$ cat src/rtl/programmable_delay_line.sv
// Programmable delay line: WIDTH-bit words pass through up to MAX_DEPTH
// register stages, and the output is taken from a tap chosen at run time.
// Each stage carries a valid bit. A fill counter reports how many enabled
// shifts have happened since the last clear, and rotate mode feeds the
// selected tap back into stage 0 so the first D stages form a loop.
module programmable_delay_line #(
  parameter int WIDTH     = 8,
  parameter int MAX_DEPTH = 16,
  parameter int DEPTH_W   = $clog2(MAX_DEPTH + 1)
) (
  input  logic               clk_i,
  input  logic               rst_n_i,
  input  logic               en_i,
  input  logic               flush_i,
  input  logic               rotate_i,
  input  logic [DEPTH_W-1:0] depth_sel_i,
  input  logic [WIDTH-1:0]   si_i,
  input  logic               si_valid_i,
  output logic [WIDTH-1:0]   so_o,
  output logic               so_valid_o,
  output logic               primed_o,
  output logic [DEPTH_W-1:0] fill_cnt_o
);

  localparam int                 IDX_W = $clog2(MAX_DEPTH);
  localparam logic [DEPTH_W-1:0] MAX_D = DEPTH_W'(MAX_DEPTH);

  logic [WIDTH-1:0]   stage_q [MAX_DEPTH];
  logic [WIDTH-1:0]   stage_d [MAX_DEPTH];
  logic [MAX_DEPTH-1:0] vld_q;
  logic [MAX_DEPTH-1:0] vld_d;
  logic [DEPTH_W-1:0] fill_q;
  logic [DEPTH_W-1:0] fill_d;
  logic [DEPTH_W-1:0] effDepth;
  logic [IDX_W-1:0]   tapIdx;

  // Clamp the requested delay to 1..MAX_DEPTH and derive the tap stage index
  always_comb begin
    effDepth = depth_sel_i;
    if (depth_sel_i == '0) begin
      effDepth = DEPTH_W'(1);
    end else if (depth_sel_i > MAX_D) begin
      effDepth = MAX_D;
    end
    tapIdx = IDX_W'(effDepth - DEPTH_W'(1));
  end

  assign so_o       = stage_q[tapIdx];
  assign so_valid_o = vld_q[tapIdx];
  assign primed_o   = (fill_q >= effDepth);
  assign fill_cnt_o = fill_q;

  // Next state: flush clears everything, otherwise an enabled shift advances
  // every stage and loads stage 0 from either the input or the tap
  always_comb begin
    stage_d = stage_q;
    vld_d   = vld_q;
    fill_d  = fill_q;
    if (flush_i) begin
      for (int i = 0; i < MAX_DEPTH; i++) begin
        stage_d[i] = '0;
      end
      vld_d  = '0;
      fill_d = '0;
    end else if (en_i) begin
      for (int i = 1; i < MAX_DEPTH; i++) begin
        stage_d[i] = stage_q[i-1];
        vld_d[i]   = vld_q[i-1];
      end
      if (rotate_i) begin
        stage_d[0] = stage_q[tapIdx];
        vld_d[0]   = vld_q[tapIdx];
      end else begin
        stage_d[0] = si_i;
        vld_d[0]   = si_valid_i;
      end
      if (fill_q != MAX_D) begin
        fill_d = fill_q + DEPTH_W'(1);
      end
    end
  end

  // State registers with synchronous active-low reset
  always_ff @(posedge clk_i) begin
    if (!rst_n_i) begin
      for (int i = 0; i < MAX_DEPTH; i++) begin
        stage_q[i] <= '0;
      end
      vld_q  <= '0;
      fill_q <= '0;
    end else begin
      stage_q <= stage_d;
      vld_q   <= vld_d;
      fill_q  <= fill_d;
    end
  end

endmodule

$ cat config.mk
export PLATFORM = sky130hd
export DESIGN_NAME = programmable_delay_line
export DESIGN_NICKNAME = d
export VERILOG_FILES = /design/src/rtl/programmable_delay_line.sv
export SDC_FILE = /design/constraint.sdc
export NUM_CORES = 1
export LEC_CHECK = 0
export ABC_AREA = 1
export BUFFER_PORTS_ARGS = -buffer_cell sky130_fd_sc_hd__buf_2
export CORE_ASPECT_RATIO = 2
export CORE_MARGIN = 2
export CORE_UTILIZATION = 56
export CTS_CLUSTER_SIZE = 25
export DETAILED_ROUTE_END_ITERATION = 7
export PLACE_DENSITY = 0.8
export SLEW_MARGIN = 5
export SYNTH_ARGS = -nofsm -noshare
export SYNTH_HDL_FRONTEND = slang
export SYNTH_SLANG_ARGS = --single-unit
$ cat constraint.sdc
create_clock -name clk_i -period 3.1 [get_ports clk_i]
set_clock_uncertainty 0.15 [all_clocks]
set_input_delay 0.62 -clock clk_i [delete_from_list [all_inputs] [get_ports clk_i]]
set_output_delay 0.62 -clock clk_i [all_outputs]
set_load 0.03 [all_outputs]
==> Yosys cells after proc, flatten, opt, wreduce, memory -nomap -nowiden <==
Cells that the tools add are included.
{ "totals": {"wordCells": 39, "inputBits": 19, "output_inout_bits": 15, "reg_bits": 149} }
{ "op_classes": {"mux": 9, "order_cmp": 4, "eq_ne": 1, "bitwise_logic": 2, "addsub": 2, "n_reduce_logical": 3} }
{ "ops": {"columns": ["cell", "n"], "rows": [
  ["$bmux 8 s4", 1],
  ["$mux 8", 3],
  ["$mux 5", 2],
  ["$add 5x1->5 const B", 1],
  ["$ge 5x5->1", 1],
  ["$ge 5x5->1 const B", 1],
  ["$gt 5x5->1 const B", 1],
  ["$logic_not 5->1", 1],
  ["$lt 4x5->1 const B", 1],
  ["$ne 5x5->1 const B", 1],
  ["$not 4->5", 1],
  ["$bmux 1 s4", 1],
  ["$sub 4x1->4 const B", 1],
  ["$mux 1", 2],
  ["$reduce_and 2->1", 1],
  ["$reduce_or 2->1", 1],
  ["$not 1->1", 1]
]} }

==> Depth between registers and ports, before layout <==
{ "depth": {"word_depth": 9, "depth_mapped": 15} }

==> Worst setup path after synthesis <==
No wires, ideal clock.
{ "synth_path": {"path_kind": "input-to-output", "start": "input port depth_sel_i[0]", "end": "output port so_o[4]", "arrival_ns": 2.594, "n_path_buf": 3, "stages": 13, "setup_slack_ns": -0.264, "path_cell_list": "nor2_1 > nand3_2 > nand2_1 > buf_6 > inv_2 > ha_1 > buf_2 > clkinv_1 > clkbuf_1 > nand3_1 > nand3_1 > nand3_1 > nand2_1"} }
{ "synth_via": {"elab_chain_cells": 8} }
{ "synth_lines": {"columns": ["element", "line", "text"], "rows": [
  ["from (decl)", "16", "input logic [DEPTH_W-1:0] depth_sel_i,"],
  ["$gt 5x5->1", "42", "end else if (depth_sel_i > MAX_D) begin"],
  ["$mux 5", "42", null],
  ["$mux 5 (*)", "40", "if (depth_sel_i == '0) begin"],
  ["$sub 4x1->4 (*)", "45", "tapIdx = IDX_W'(effDepth - DEPTH_W'(1));"],
  ["$not 4->5 (not written as such) (*)", "48", "assign so_o = stage_q[tapIdx];"],
  ["$bmux 8 s4 (*)", "48", null],
  ["$mux 8 (not written as such) (*) (2 in a row)", "48", null],
  ["to (decl)", "19", "output logic [WIDTH-1:0] so_o,"]
]} }
Mark *: on every way between the ends. The rest lies on a longest branch, timed or not. The select of a mux whose other input is x is not followed.

==> Final worst setup path <==
{ "layout_path": {"start": "input port depth_sel_i[1]", "end": "output port so_o[1]"} }
The elaborated chain is that of the path after synthesis.

==> out/qor.yml <==
initial_core_util_pct: 57.4
grt_pass1_vias: 6513
dpl.cell_count: 1162
io_pins: 34
core_area_um2: 12600
end_kind: "output port"
netlist_area_um2: 7250
p_sw_share_pct: 28.8
maxCapViolations: 0
ant_nets: 0
die_h_um: 165
place.gp.congestion: 0.889
timing.hold.ws_ns: 0.316
synthDistinctLibCells: 25
clock_sinks: 149
powerDensity_nw_per_um2: 578
fillers: 1092
cp-start-kind: "input pin"
final_hold_viol_count: 0
peakVddDrop_v: 0.000549
synth_top_family_by_area: "simple AND/OR/NAND/NOR gates"
clockRootBuffer: "clkbuf_16"
grt_pass1_wl_um: 30600
clk_pin_slew_ns: 0.06
num_antenna_cells: 0
cts_hold_buffers: 0
drv_slew: 0
intPower_uw: 3490
numPortBuffers: 33
final_common_cell: "nand3_1"
relSlewSlack_pct: 64.8
min_period_over_period_pct: 98.3
ys_seq_elements: 149
cts_tree: "built"
syn_area_per_cell_um2: 7.13
final_cell_mix: "nand3_1, nor2_1, dfxtp_1"
insertion_delay_ns: 0.42
hp-start: "stage_q[126]"
synth-simple-area-share_pct: 30.5
yosysSeqAreaShare_pct: 41.2
vias: 6954
antenna_found_initial: 0
p_leak_uw: 0.00345
switching_power_uw: 1410
grt_max_degree: 118
layout_setup_ws_ns: 0.0513
dpl_cell_area_um2: 7720
rows: 58
cts.htree.levels: 4
syn_to_final_growth_pct: 17.1
max_freq_mhz: 328
seq_power_share_pct: 41.0
worstPathMaxFanout: 14
clock_power_share_pct: 41.7
synth-xor-area-share_pct: 0
yosys.area_share.adder_pct: 1.38
design_area_um2: 8490
dp_hpwl_um: 11700
drtIter0Drc: 475
fp.dieW_um: 84.4
dr.pass1.iters: 5
layout-drive-gt1-share_pct: 14.2
period_needed_ns: 3.05
overflow: 0
avgViaCountPerCell: 5.81
synth_compound_area_share_pct: 15.5
pwr-share-comb_pct: 17.3
grt_usage_pct: 27.1
startpoint: "depth_sel_i[1]"
cts_buffers: 17
final-setup-viol-count: 0
cp_data_arrival_time_ns: 2.28
synth.area.mux_share_pct: 0
syn_inst: 1016
hold_class: "reg -> reg"
syn_nets: 1043
die-area_um2: 13900
wl_per_cell_um: 15.7
yosys_warnings: 0
cts_buffer_depth: 2
layout.nets: 1061
critPathRequiredTime_ns: 2.33
r2r-start: "fill_cnt_o[1]"
status: "completed"
crit_type: "in -> out"
instances_no_fill: 1197
route.detailed.drc: 0
worst_pin_slew_ns: 0.527
dp_slack_ns: -0.127
wl_um: 18800
-- what timing repair did --
action,4_1_cts,5_1_grt
setup endpoints to repair,9,9
gates cloned,1,0
gates resized for setup,9,28
buffers inserted,0,2
pin swaps,2,2
-- final timing paths --
path / to / slack (ns) / cells after the start
max: so_o[1] / 0.05 / 13
max reg2reg: fill_cnt_o[4] / 1.27 / 10
min reg2reg: stage_q[126] / 0.32 / 2
min: stage_q[126] / 0.32 / 2
-- synth_stat cells --
cell,instances,share of area [%]
nand3b_1,27,2.8
nand2_1,110,5.7
nand2_2,5,0.43
clkinv_1,1,0.052
o21ai_0,1,0.069
clkbuf_1,61,3.2
a211oi_1,136,14
nor3b_1,1,0.10
o21bai_1,2,0.21
nor2_1,160,8.3
a21oi_2,1,0.12
nand3_2,1,0.14
buf_1,7,0.36
buf_4,4,0.41
inv_1,130,6.7
nor2_2,1,0.086
nor3_1,3,0.21
ha_1,8,1.4
dfxtp_1,149,41
buf_2,4,0.28
nand3_1,184,13
buf_6,2,0.31
inv_2,4,0.21
o21a_1,1,0.10
a21oi_1,13,0.90
-- power by group through the flow --
stage | logic [uW] | registers, uW | clock network (uW)
floorplan | 542 | 2050 | 0
CTS | 803 | 2010 | 2060
finish | 849 | 2010 | 2050
detailed placement | 770 | 2050 | 0
global route | 927 | 2020 | 2130
global placement | 761 | 2050 | 0
-- final cells by class --
class	count	area (um2)	area share [%]
inverter	135	509	6.00
timing repair buffer	77	672	7.92
tap	150	188	2.21
clock buffer	18	429	5.06
sequential	149	2980	35.1
clock inverter	14	150	1.77
multi-input combinational	654	3560	41.9
-- sequential cells by signal, summed over array words and instances (netlist names) --
signal and count:
stage_q 128, vld_q 16, fill_cnt_o 5
-- kinds of logic after synthesis --
| family | Yosys count |
|---|---|
| AO/OA/AOI/OAI | 154 |
| buffers and inverters | 213 |
| adder cells (fa/ha/maj) | 8 |
| AND/OR/NAND/NOR | 492 |
| flip-flops | 149 |
-- worst max-delay path, stage by stage --
cell and delay [ns]:
buf_2 0.12, nor2_4 0.14, nand3_2 0.10, nand2_2 0.09, inv_2 0.05, ha_4 0.32
buf_12 0.16, buf_12 0.11, nand3_1 0.08, nand3_1 0.11, nand3_2 0.09, nand2_2 0.09
clkbuf_4 0.18
-- metrics by stage --
stage	power (uW)	TNS, ns	utilization [%]
final	4910	0	67.2
after detailed placement	2820	-0.842	61.2
after global placement	2810	-0.651	61.2
after global routing	5080	-0.0671	67.2
after CTS	4870	-0.00118	66.3
after floorplan	2590	0	-
-- routing by layer --
layer	wire length, um	global-route usage, %
met5	0	0
met4	731	13.2
met2	9760	47.8
met3	857	4.50
met1	7470	31.5
Power figures use the tool's default switching activity.
